$ cat config.mk
export PLATFORM = sky130hd
export DESIGN_NAME = sram_port_arbiter
export DESIGN_NICKNAME = d
export VERILOG_FILES = /design/src/rtl/sram_port_arbiter_pkg.sv /design/src/rtl/sram_resp_hold.sv /design/src/rtl/sram_port_arbiter.sv
export SDC_FILE = /design/constraint.sdc
export NUM_CORES = 1
export LEC_CHECK = 0
export CAP_MARGIN = 20
export CELL_PAD_IN_SITES_DETAIL_PLACEMENT = 0
export CELL_PAD_IN_SITES_GLOBAL_PLACEMENT = 1
export CORE_UTILIZATION = 27
export CTS_CLUSTER_SIZE = 8
export DETAILED_ROUTE_END_ITERATION = 7
export GPL_TIMING_DRIVEN = 0
export HOLD_SLACK_MARGIN = 0.02
export PLACE_DENSITY_LB_ADDON = 0.1
export RECOVER_POWER = 25
export SLEW_MARGIN = 20
export SYNTH_ARGS = -nofsm -noshare
export SYNTH_HDL_FRONTEND = slang
export SYNTH_SLANG_ARGS = --single-unit
export TNS_END_PERCENT = 10
$ cat constraint.sdc
create_clock -name i_clk -period 5.5 [get_ports i_clk]
set_clock_uncertainty 0.2 [all_clocks]
set_input_delay 0.55 -clock i_clk [delete_from_list [all_inputs] [get_ports i_clk]]
set_output_delay 0.55 -clock i_clk [all_outputs]
set_load 0.005 [all_outputs]
$ cat src/rtl/sram_port_arbiter_pkg.sv
// rtl/sram_port_arbiter_pkg.sv - shared types and defaults for the SRAM port arbiter
package sram_port_arbiter_pkg;

    localparam int DEF_ADDR_W     = 32;
    localparam int DEF_DATA_W     = 32;
    localparam int DEF_MAX_STARVE = 4;

    typedef enum logic [1:0] {
        OWN_NONE = 2'd0,
        OWN_INST = 2'd1,
        OWN_DATA = 2'd2
    } owner_e;

    // Starvation counter needs to hold 0..max_starve; keep at least one bit.
    function automatic int starve_w(input int max_starve);
        return (max_starve < 1) ? 1 : $clog2(max_starve + 1);
    endfunction

endpackage

$ cat src/rtl/sram_resp_hold.sv
// rtl/sram_resp_hold.sv - per-port read response valid and held read data
module sram_resp_hold
    import sram_port_arbiter_pkg::*;
#(
    parameter int DATA_W = DEF_DATA_W
) (
    input  logic              i_clk,
    input  logic              i_reset,
    input  logic              i_resp,
    input  logic [DATA_W-1:0] i_rdata,
    output logic              o_rvalid,
    output logic [DATA_W-1:0] o_rdata
);

    logic [DATA_W-1:0] r_hold;
    logic              w_take;

    // A reset landing on the response cycle discards that response.
    assign w_take = i_resp & ~i_reset;

    always_ff @(posedge i_clk) begin
        if (i_reset) begin
            r_hold <= '0;
        end else if (w_take) begin
            r_hold <= i_rdata;
        end
    end

    always_comb begin
        o_rvalid = w_take;
        o_rdata  = r_hold;
        if (i_reset) begin
            o_rdata = '0;
        end else if (w_take) begin
            o_rdata = i_rdata;
        end
    end

endmodule

$ cat src/rtl/sram_port_arbiter.sv
// rtl/sram_port_arbiter.sv - shares one single-port SRAM between instruction and data ports
module sram_port_arbiter
    import sram_port_arbiter_pkg::*;
#(
    parameter int ADDR_W     = DEF_ADDR_W,
    parameter int DATA_W     = DEF_DATA_W,
    parameter int MAX_STARVE = DEF_MAX_STARVE
) (
    input  logic                i_clk,
    input  logic                i_reset,
    input  logic                i_inst_en,
    input  logic [ADDR_W-1:0]   i_inst_addr,
    output logic                o_inst_stall,
    output logic                o_inst_rvalid,
    output logic [DATA_W-1:0]   o_inst_rdata,
    input  logic                i_data_en,
    input  logic [DATA_W/8-1:0] i_data_wen,
    input  logic [ADDR_W-1:0]   i_data_addr,
    input  logic [DATA_W-1:0]   i_data_wdata,
    output logic                o_data_stall,
    output logic                o_data_rvalid,
    output logic [DATA_W-1:0]   o_data_rdata,
    output logic                o_sram_en,
    output logic [DATA_W/8-1:0] o_sram_wen,
    output logic [ADDR_W-1:0]   o_sram_addr,
    output logic [DATA_W-1:0]   o_sram_wdata,
    input  logic [DATA_W-1:0]   i_sram_rdata,
    output logic [31:0]         o_conflict_cnt
);

    localparam int             SW         = starve_w(MAX_STARVE);
    localparam logic [SW-1:0]  STARVE_TOP = SW'(MAX_STARVE);

    owner_e          r_owner;
    owner_e          w_owner_next;
    logic [SW-1:0]   r_starve_cnt;
    logic [SW-1:0]   w_starve_next;
    logic [31:0]     r_conflict_cnt;
    logic            w_both;
    logic            w_inst_grant;
    logic            w_data_grant;
    logic            w_inst_resp;
    logic            w_data_resp;

    // Data normally wins a tie; a starved instruction port takes one turn.
    assign w_both       = i_inst_en & i_data_en;
    assign w_inst_grant = i_inst_en & (~i_data_en | (r_starve_cnt == STARVE_TOP));
    assign w_data_grant = i_data_en & ~w_inst_grant;

    always_comb begin
        o_sram_en    = 1'b0;
        o_sram_wen   = '0;
        o_sram_addr  = '0;
        o_sram_wdata = '0;
        o_inst_stall = 1'b0;
        o_data_stall = 1'b0;
        if (!i_reset) begin
            o_sram_en    = w_inst_grant | w_data_grant;
            o_sram_addr  = w_data_grant ? i_data_addr : i_inst_addr;
            o_sram_wen   = w_data_grant ? i_data_wen : '0;
            o_sram_wdata = w_data_grant ? i_data_wdata : '0;
            o_inst_stall = i_inst_en & ~w_inst_grant;
            o_data_stall = i_data_en & ~w_data_grant;
        end
    end

    always_comb begin
        w_owner_next = OWN_NONE;
        if (w_inst_grant) begin
            w_owner_next = OWN_INST;
        end else if (w_data_grant && (i_data_wen == '0)) begin
            w_owner_next = OWN_DATA;
        end
    end

    always_comb begin
        w_starve_next = r_starve_cnt;
        if (w_inst_grant) begin
            w_starve_next = '0;
        end else if (i_inst_en && (r_starve_cnt != STARVE_TOP)) begin
            w_starve_next = r_starve_cnt + SW'(1);
        end
    end

    always_ff @(posedge i_clk) begin
        if (i_reset) begin
            r_owner        <= OWN_NONE;
            r_starve_cnt   <= '0;
            r_conflict_cnt <= '0;
        end else begin
            r_owner      <= w_owner_next;
            r_starve_cnt <= w_starve_next;
            if (w_both) begin
                r_conflict_cnt <= r_conflict_cnt + 32'd1;
            end
        end
    end

    assign o_conflict_cnt = i_reset ? 32'd0 : r_conflict_cnt;
    assign w_inst_resp    = (r_owner == OWN_INST);
    assign w_data_resp    = (r_owner == OWN_DATA);

    sram_resp_hold #(
        .DATA_W (DATA_W)
    ) u_inst_hold (
        .i_clk    (i_clk),
        .i_reset  (i_reset),
        .i_resp   (w_inst_resp),
        .i_rdata  (i_sram_rdata),
        .o_rvalid (o_inst_rvalid),
        .o_rdata  (o_inst_rdata)
    );

    sram_resp_hold #(
        .DATA_W (DATA_W)
    ) u_data_hold (
        .i_clk    (i_clk),
        .i_reset  (i_reset),
        .i_resp   (w_data_resp),
        .i_rdata  (i_sram_rdata),
        .o_rvalid (o_data_rvalid),
        .o_rdata  (o_data_rdata)
    );

endmodule
# Yosys cells after proc, flatten, opt, wreduce, memory -nomap -nowiden
# Index checks and enable logic that the tools add are counted.
# word_totals
register_bits,101
latchBits,0
ram_bits,0
rom_bits,0
input_bits,136
out_inout_bits,169
wordCells,45
n_memories,0
# op_classes
n_addsub,2
n_mul,0
div,0
n_lt_le_gt_ge,0
eq_ne,4
shifts,0
muxes,16
n_bitwise,13
reduce_logical,4
# op_table
op,n
2-to-1 mux 32 bit,9
adder 32 x 1 -> 32 bit (second input constant),1
2-to-1 mux 4 bit,2
bitwise AND 1 bit,7
zero test 4 bit,1
2-to-1 mux 1 bit,4
inverter 1 bit,4
adder 3 x 1 -> 3 bit (second input constant),1
equality test 3 bit (second input constant),1
!= test 3 bit (second input constant),1
equality test 2 x 1 -> 1 bit (second input constant),1
equality test 2 bit (second input constant),1
logical AND 1 bit,2
2-to-1 mux 2 bit,1
bitwise OR 1 bit,2
OR reduction 2 bit,1

# Depth between registers and ports, before layout
# Gate-level depths: netlist of the first run.
# logic_depth
depth_word,8
depth_mapped,8
depth_no_buf,6

# Cells and area by module
# A second synthesis of the first run with hierarchy kept.
# unflattened
cells_unflattened,608
area_unflattened_um2,5112.4
# modules_own_cells
mod,n_inst,cells_per_inst,area_each_um2,seq_area_each_um2
sram_port_arbiter,1,398,2747.6,740.7
sram_resp_hold,2,105,1182.4,640.6

# Worst setup path before layout of the first run
# No wires, ideal clock.
# synth_timing
kind,input -> output
from,input i_reset
to,output o_sram_en
t_arrival_ns,1.737
required_ns,4.750
slack_ns,3.013
stages,5
path_buffers,4
path_cell_list,clkbuf_1 -> clkbuf_1 -> clkbuf_1 -> buf_1 -> nor2_1
# synth_via
elab_chain_cells,1
# synth_lines
item,line,rtl
from (decl),sram_port_arbiter.sv:10,"input logic i_reset,"
2-to-1 mux 1 bit,sram_port_arbiter.sv:57,if (!i_reset) begin
to (decl),sram_port_arbiter.sv:23,"output logic o_sram_en,"
# No other way between the ends.

# Worst setup path in the final report of the first run
# layout_timing
from,input i_data_en
to,output o_sram_wen[1]
# layout_via
elab_chain_cells,7
# layout_lines
item,line,rtl
from (decl),sram_port_arbiter.sv:16,"input logic i_data_en,"
inverter 1 bit,sram_port_arbiter.sv:47,assign w_inst_grant = i_inst_en & (~i_data_en | (r_starve_cnt == STARVE_TOP));
bitwise OR 1 bit,sram_port_arbiter.sv:47,
bitwise AND 1 bit,sram_port_arbiter.sv:47,
inverter 1 bit,sram_port_arbiter.sv:48,assign w_data_grant = i_data_en & ~w_inst_grant;
bitwise AND 1 bit (*),sram_port_arbiter.sv:48,
2-to-1 mux 4 bit (*),sram_port_arbiter.sv:60,o_sram_wen = w_data_grant ? i_data_wen : '0;
2-to-1 mux 4 bit (*),sram_port_arbiter.sv:57,
to (decl),sram_port_arbiter.sv:24,"output logic [DATA_W/8-1:0] o_sram_wen,"
# Every way passes the cells marked *; elsewhere a longest branch is shown, timed or not.

==> impl_metrics.py, run 1 <==
metrics = {
    "timing": {
        "period_share_pct": 72.90,
        "final_hold_viol_count": 0,
        "slew_violations": 0,
        "finalSetupTns_ps": 0,
        "worst_pin_slew_ps": 557.6,
        "finalSetupViolations": 0,
        "worst_slew_margin_rel_pct": 62.83,
        "grt_setup_unrepaired": "false",
        "setup_ws_ps": 1490,
        "fmax_ghz": 0.2494,
        "finalCriticalPeriod_ps": 4010,
    },
    "hold_path": {
        "hp-class": "reg2reg",
        "hold_depth": 2,
    },
    "flow_run": {
        "maxCapViolations": 0,
    },
    "drt": {
        "drt_iter0_markers": 149,
        "drcViolationCount": 0,
        "detail_route.first_pass.iterations": 4,
        "vias": 5406,
        "vias_per_cell": 4.438,
        "ant_nets": 0,
        "routed_wl_um": 18460,
        "routedWlPerCell_um": 15.15,
    },
    "synthesis": {
        "synth_cell_types": 30,
        "async_flop_share_pct": 0,
        "synth-xor-area-share_pct": 1.930,
        "ys_ff_latch": 101,
        "synth_top_family_by_area": "simple AND/OR/NAND/NOR gates",
        "synth-edff-count": 0,
        "ys_warn_count": 0,
        "ys.flop_type": "dfxtp_1",
        "syn_nets": 809,
        "yosys.area_share.adder_pct": 0.7521,
        "seq_area_frac_synth_pct": 40.51,
        "synthMuxAreaShare_pct": 4.061,
        "postSynthCellCount": 670,
        "syn_area_sq_um": 4991,
        "synth.avg_cell_area_sq_um": 7.449,
        "synth-compound-area-share_pct": 10.83,
        "synth-simple-area-share_pct": 37.58,
    },
    "layout": {
        "final_util_pct": 47.67,
        "final_area_sq_um": 8592,
        "diodes": 0,
        "area_delta_synth_final_pct": 72.15,
        "fin_nets": 1123,
        "drive_above_1_share_pct": 3.741,
    },
    "die": {
        "io_pins": 305,
        "die_w_um": 138.0,
        "row_count": 49,
        "fp.dieArea_sq_um": 19030,
        "fp.coreArea_sq_um": 18020,
        "start_util_pct": 27.69,
        "die_h_um": 138.0,
    },
    "clock_network": {
        "ctsHoldBuffers": 0,
        "clk_path_buf_depth": 2,
        "clock_latency_ps": 350,
        "htreeDepth": 3,
        "cts-root-buf": "clkbuf_16",
        "post_cts_buffers": 0,
        "clk_pin_slew_worst_paths_ps": 70,
        "cts_num_sinks": 101,
        "ctsResizeCount": 0,
        "tritoncts": "yes",
        "cts_buffers": 9,
    },
    "critical_path": {
        "cp_common_cell": "clkbuf_1",
        "cp_cell_sequence": "dlygate4sd3_1 -> clkbuf_1 -> nand2_1 -> nor2_1 -> clkbuf_1 -> and2_1 -> clkdlybuf4s50_1",
        "cp_max_fo": 10,
        "critPathMaxStageDelay_ps": 550,
        "start_kind": "input pin",
        "cp_top_family": "buffers and inverters",
        "path_depth": 7,
        "reg2regPathDepth": 5,
        "cp-end-kind": "primary output",
        "path_class": "in2out",
        "crit_required_ps": 4750,
        "cp_slowest_cell": "dlygate4sd3_1",
        "critical_path_buf_inv_count": 4,
        "worst_ep_arrival_time_ps": 3260,
    },
    "power_and_ir_drop": {
        "power_frac_comb_pct": 16.9,
        "p_leak_nw": 3.010,
        "p_int_mw": 1.231,
        "power_mw": 1.641,
        "switching_share_pct": 24.99,
        "clock_power_share_pct": 37.6,
        "vdd_drop_max_uv": 175.5,
        "sequentialPowerShare_pct": 45.5,
        "powerDensity_nw_per_um2": 191.0,
        "switching_power_uw": 410.0,
    },
    "global_route": {
        "first_global_vias": 5360,
        "antenna_found_initial": 0,
        "grt_pass1_wl_um": 28300,
        "grt_overflow": 0,
        "grt_max_degree": 19,
        "grt.total_usage_pct": 19.34,
    },
    "placed_design": {
        "post-place-ws_ps": 1698,
        "gp_congestion": 0.7339,
        "hpwl_um": 14460,
        "io_buffers": 303,
        "place_area_sq_um": 8310,
    },
    "outcome": {
        "status": "completed",
    },
}
-- Yosys cell counts (all sizes together), types with 7 or more instances --
| cell | n | area share (%) |
|---|---|---|
| a21oi | 38 | 3.8 |
| and2 | 39 | 4.9 |
| clkbuf | 43 | 3.2 |
| dfxtp | 101 | 41 |
| inv | 8 | 0.60 |
| mux2 | 18 | 4.1 |
| nand2 | 144 | 11 |
| nand2b | 65 | 8.1 |
| nand3 | 12 | 1.2 |
| nand4 | 9 | 1.1 |
| nor2 | 37 | 2.8 |
| nor2b | 28 | 3.5 |
| nor3 | 16 | 1.6 |
| o21ai | 67 | 6.7 |
| xor2 | 7 | 1.2 |
-- layout by cell type, fill, tap and decap left out, types with 7 or more instances in the layout --
| cell type | instances |
|---|---|
| clkdlybuf4s50_1 | 301 |
| nand2_1 | 143 |
| dfxtp_1 | 101 |
| o21ai_0 | 67 |
| nand2b_1 | 65 |
| clkbuf_1 | 44 |
| and2_1 | 39 |
| a21oi_1 | 38 |
| nor2_1 | 37 |
| nor2b_1 | 28 |
| mux2_2 | 18 |
| nor3_1 | 16 |
| nand3_1 | 12 |
| nand4_1 | 9 |
| clkbuf_16 | 9 |
| inv_1 | 8 |
| xor2_1 | 7 |
-- power groups by stage --
stage,combinational [mW],clock [mW],sequential [mW]
final,0.278,0.617,0.747
after global routing,0.304,0.672,0.748
after global placement,0.282,0,0.763
after floorplan,0.0835,0,0.763
after CTS,0.283,0.639,0.747
after detailed placement,0.280,0,0.764
-- metal layers --
metal | up-vias | track usage (%) | part of all wire, %
li1 | 2820 | - | -
met1 | 2374 | 22.51 | 42
met2 | 195 | 33.89 | 49
met3 | 17 | 5.885 | 8.0
met4 | 0 | 5.556 | 1.4
met5 | - | 0 | 0
-- path summary, 6_finish.rpt --
path	startpoint	endpoint	slack (ps)
setup reg to reg	r_conflict_cnt[0]$_SDFFE_PP0P_	r_conflict_cnt[26]$_SDFFE_PP0P_	3230
setup / recovery	i_data_en	o_sram_wen[1]	1490
hold reg to reg	u_data_hold.r_hold[12]$_DFF_P_	u_data_hold.r_hold[12]$_DFF_P_	290
hold / removal	u_data_hold.r_hold[12]$_DFF_P_	u_data_hold.r_hold[12]$_DFF_P_	290
-- flip-flops by register name (all words and copies together) (netlist names) --
| name | flops |
|---|---|
| u_inst_hold.r_hold | 32 |
| r_conflict_cnt | 32 |
| r_owner | 2 |
| u_data_hold.r_hold | 32 |
| r_starve_cnt | 3 |
-- metrics by stage --
stage | hold slack [ps] | instances
floorplan | 262.8 | 670
global placement | 275.8 | 1202
detailed placement | 285.8 | 1202
CTS | 297.6 | 1218
global route | 313.1 | 1218
finish | 293.0 | 1218
-- area by class of cell --
cell class                 count  area [sq um]
inverter                       8         30.03
buffer                        49         185.2
clock buffer                   9         225.2
tap                          229         286.5
fill                        1843          9433
clock inverter                 7         57.56
timing repair buffer         303          3033
multi-input combinational    512          2753
sequential                   101          2022
-- tightest hold or removal path, delay by kind of cell, from the launching register on --
family,cells,cell delay [ps]
simple gates,1,50
flops,1,300
compound gates,1,80
-- cells by family (layout without fill, tap and decap cells) --
family                   count (synthesis)  after routing
buffers and inverters                   57            376
XOR/XNOR                                11             11
multiplexers                            18             18
AO/OA/AOI/OAI                          107            107
AND/OR/NAND/NOR                        373            373
flip-flops                             101            101
adder cells (fa/ha/maj)                  3              3
No activity file was read; power rests on OpenSTA's default activity.
==> inputs of run 2 (changes only) <==
Settings changed: CORE_UTILIZATION 27 to 23.
Clock period 5.5 ns to 3.2 ns, I/O delays scaled along.
==> run 2 against run 1 <==
  * Critical path depth grew 1
  * Setup slack lost 1300 ps
  * First-iteration DRC count shrank 4.0%
  * Die area grew 17%
  * Sequential power grew 71%
  * Global-route usage shrank 2.0 points
  * Core utilization shrank 6.4 points
  * Largest power group unchanged
  * Combinational power grew 74%
==> impl_metrics.py, run 2 (synthesized netlist as in run 1, its figures left out) <==
metrics = {
    "outcome": {
        "status": "completed",
    },
    "layout": {
        "area_delta_synth_final_pct": 74.73,
        "final_util_pct": 41.23,
        "diodes": 0,
        "final-instance-count-excl-fill": 1264,
        "fillers": 2186,
        "largestRegisters": "r_conflict_cnt: 32 flops, u_data_hold.r_hold: 32 flops, u_inst_hold.r_hold: 32 flops",
        "fin_nets": 1123,
        "most-common-layout-cells": "clkdlybuf4s50_1, nand2_1, dfxtp_1",
        "final_common_cell": "clkdlybuf4s50_1",
        "drive_above_1_share_pct": 5.460,
    },
    "power_and_ir_drop": {
        "sequentialPowerShare_pct": 43.2,
        "clock_power_share_pct": 40.5,
        "power_frac_comb_pct": 16.3,
        "switching_share_pct": 23.01,
        "vdd_drop_max_uv": 211.0,
        "p_int_mw": 2.287,
        "p_leak_nw": 3.080,
        "switching_power_uw": 683.8,
        "powerDensity_nw_per_um2": 340.7,
    },
    "clock_network": {
        "clk_pin_slew_worst_paths_ps": 70,
        "clock_latency_ps": 350,
        "post_cts_buffers": 0,
        "cts_buffers": 9,
        "tritoncts": "yes",
        "cts_num_sinks": 101,
        "htreeDepth": 3,
        "cts-root-buf": "clkbuf_16",
        "clk_path_buf_depth": 2,
    },
    "die": {
        "fp.coreArea_sq_um": 21150,
        "fp.dieArea_sq_um": 22290,
        "io_pins": 305,
        "die_h_um": 149.3,
        "die_w_um": 149.3,
        "start_util_pct": 23.59,
        "row_count": 53,
    },
    "global_route": {
        "grt_pass1_wl_um": 29850,
        "grt.total_usage_pct": 17.33,
        "first_global_vias": 5537,
        "grt_overflow": 0,
        "antenna_found_initial": 0,
        "grt_max_degree": 17,
    },
    "placed_design": {
        "hpwl_um": 15000,
        "io_buffers": 303,
        "gp_congestion": 0.7620,
        "dp_cells": 1248,
    },
    "timing": {
        "final_hold_viol_count": 0,
        "period_share_pct": 94.16,
        "finalSetupViolations": 0,
        "slew_violations": 0,
        "worst_slew_margin_rel_pct": 62.20,
        "fmax_ghz": 0.3319,
        "worst_pin_slew_ps": 561.9,
        "finalCriticalPeriod_ps": 3013,
        "grt_setup_unrepaired": "true",
    },
    "critical_path": {
        "path_class": "reg2out",
        "reg2reg_from": "r_conflict_cnt[1]$_SDFFE_PP0P_",
        "worst_ep_arrival_time_ps": 2490,
        "cp_max_fo": 10,
        "start_kind": "register",
        "crit_required_ps": 2680,
        "reg2reg_slack_ps": 950,
        "cp-end-kind": "primary output",
        "r2r_end": "r_conflict_cnt[30]$_SDFFE_PP0P_",
        "reg2regPathDepth": 5,
    },
    "drt": {
        "drt_iter0_markers": 143,
        "vias_per_cell": 4.354,
        "drcViolationCount": 0,
        "vias": 5503,
        "routedWlPerCell_um": 15.09,
        "ant_nets": 0,
        "detail_route.first_pass.iterations": 4,
        "routed_wl_um": 19080,
    },
    "hold_path": {
        "hp-start": "u_data_hold.r_hold[22]$_DFF_P_",
        "worstHoldEndpoint": "u_data_hold.r_hold[22]$_DFF_P_",
        "hold_depth": 2,
        "hp-class": "reg2reg",
    },
    "flow_run": {
        "maxCapViolations": 0,
    },
}
## run 2: power groups by stage
stage	clock, mW	sequential, mW	combinational [mW]
detailed placement	0	1.31	0.486
floorplan	0	1.31	0.144
finish	1.20	1.28	0.484
global route	1.29	1.29	0.532
global placement	0	1.31	0.491
CTS	1.24	1.28	0.492
## run 2: layer usage
layer / vias up / global-route usage [%] / share of wire, %
li1: 2811 / - / -
met5: - / 0 / 0
met2: 200 / 29.95 / 48
met1: 2468 / 20.28 / 43
met3: 24 / 5.933 / 7.2
met4: 0 / 4.541 / 1.7
## run 2: critical path, stage by stage, from the launching register on
cell,delay [ps]
dfxtp_1,360
inv_1,50
ha_1,200
nand3_1,130
nand2_2,160
nor2_4,210
clkbuf_1,280
and2_1,180
clkdlybuf4s50_1,560
## run 2: how the worst max path moves through the flow
stage,from,end,slack [ps],cells past startpoint
after floorplan,i_reset,o_sram_en,1170,5
after global placement,i_data_en,o_sram_wdata[30],-130,7
after detailed placement,i_data_en,o_sram_wdata[30],-110,7
after CTS,r_starve_cnt[0]$_SDFFE_PP0P_,o_sram_addr[29],-20,8
after global routing,r_starve_cnt[1]$_SDFFE_PP0P_,o_sram_wdata[30],-60,8
final,r_starve_cnt[1]$_SDFFE_PP0P_,o_sram_wdata[30],190,8
## run 2: cell type report
| type | instances | area, sq um | area share (%) |
|---|---|---|---|
| Clock buffer | 10 | 239.0 | 2.740 |
| Buffer | 49 | 203.9 | 2.339 |
| Clock inverter | 6 | 86.33 | 0.9900 |
| Timing Repair Buffer | 303 | 3033 | 34.78 |
| Tap cell | 275 | 344.1 | 3.945 |
| Inverter | 8 | 30.03 | 0.3443 |
| Multi-Input combinational cell | 512 | 2763 | 31.68 |
| Sequential cell | 101 | 2022 | 23.19 |
## run 2: timing repair
item | CTS | global route
hold buffers | 0 | 0
setup endpoints to repair | 36 | 128
gates cloned | 0 | 0
gates resized for setup | 4 | 28
hold endpoints to repair | 0 | 0
## run 2: metrics by stage
step | worst slack (ps) | hold slack (ps) | setup TNS [ps] | total power, mW | area, sq um
floorplan | 1173 | 262.8 | 0 | 1.454 | 4991
global placement | -126.8 | 281.8 | -1976 | 1.803 | 8368
detailed placement | -106.7 | 287.2 | -1150 | 1.799 | 8368
CTS | -21.99 | 299.9 | -80.51 | 3.018 | 8703
global route | -57.64 | 322.7 | -297.7 | 3.111 | 8721
finish | 186.7 | 293.6 | 0 | 2.971 | 8721
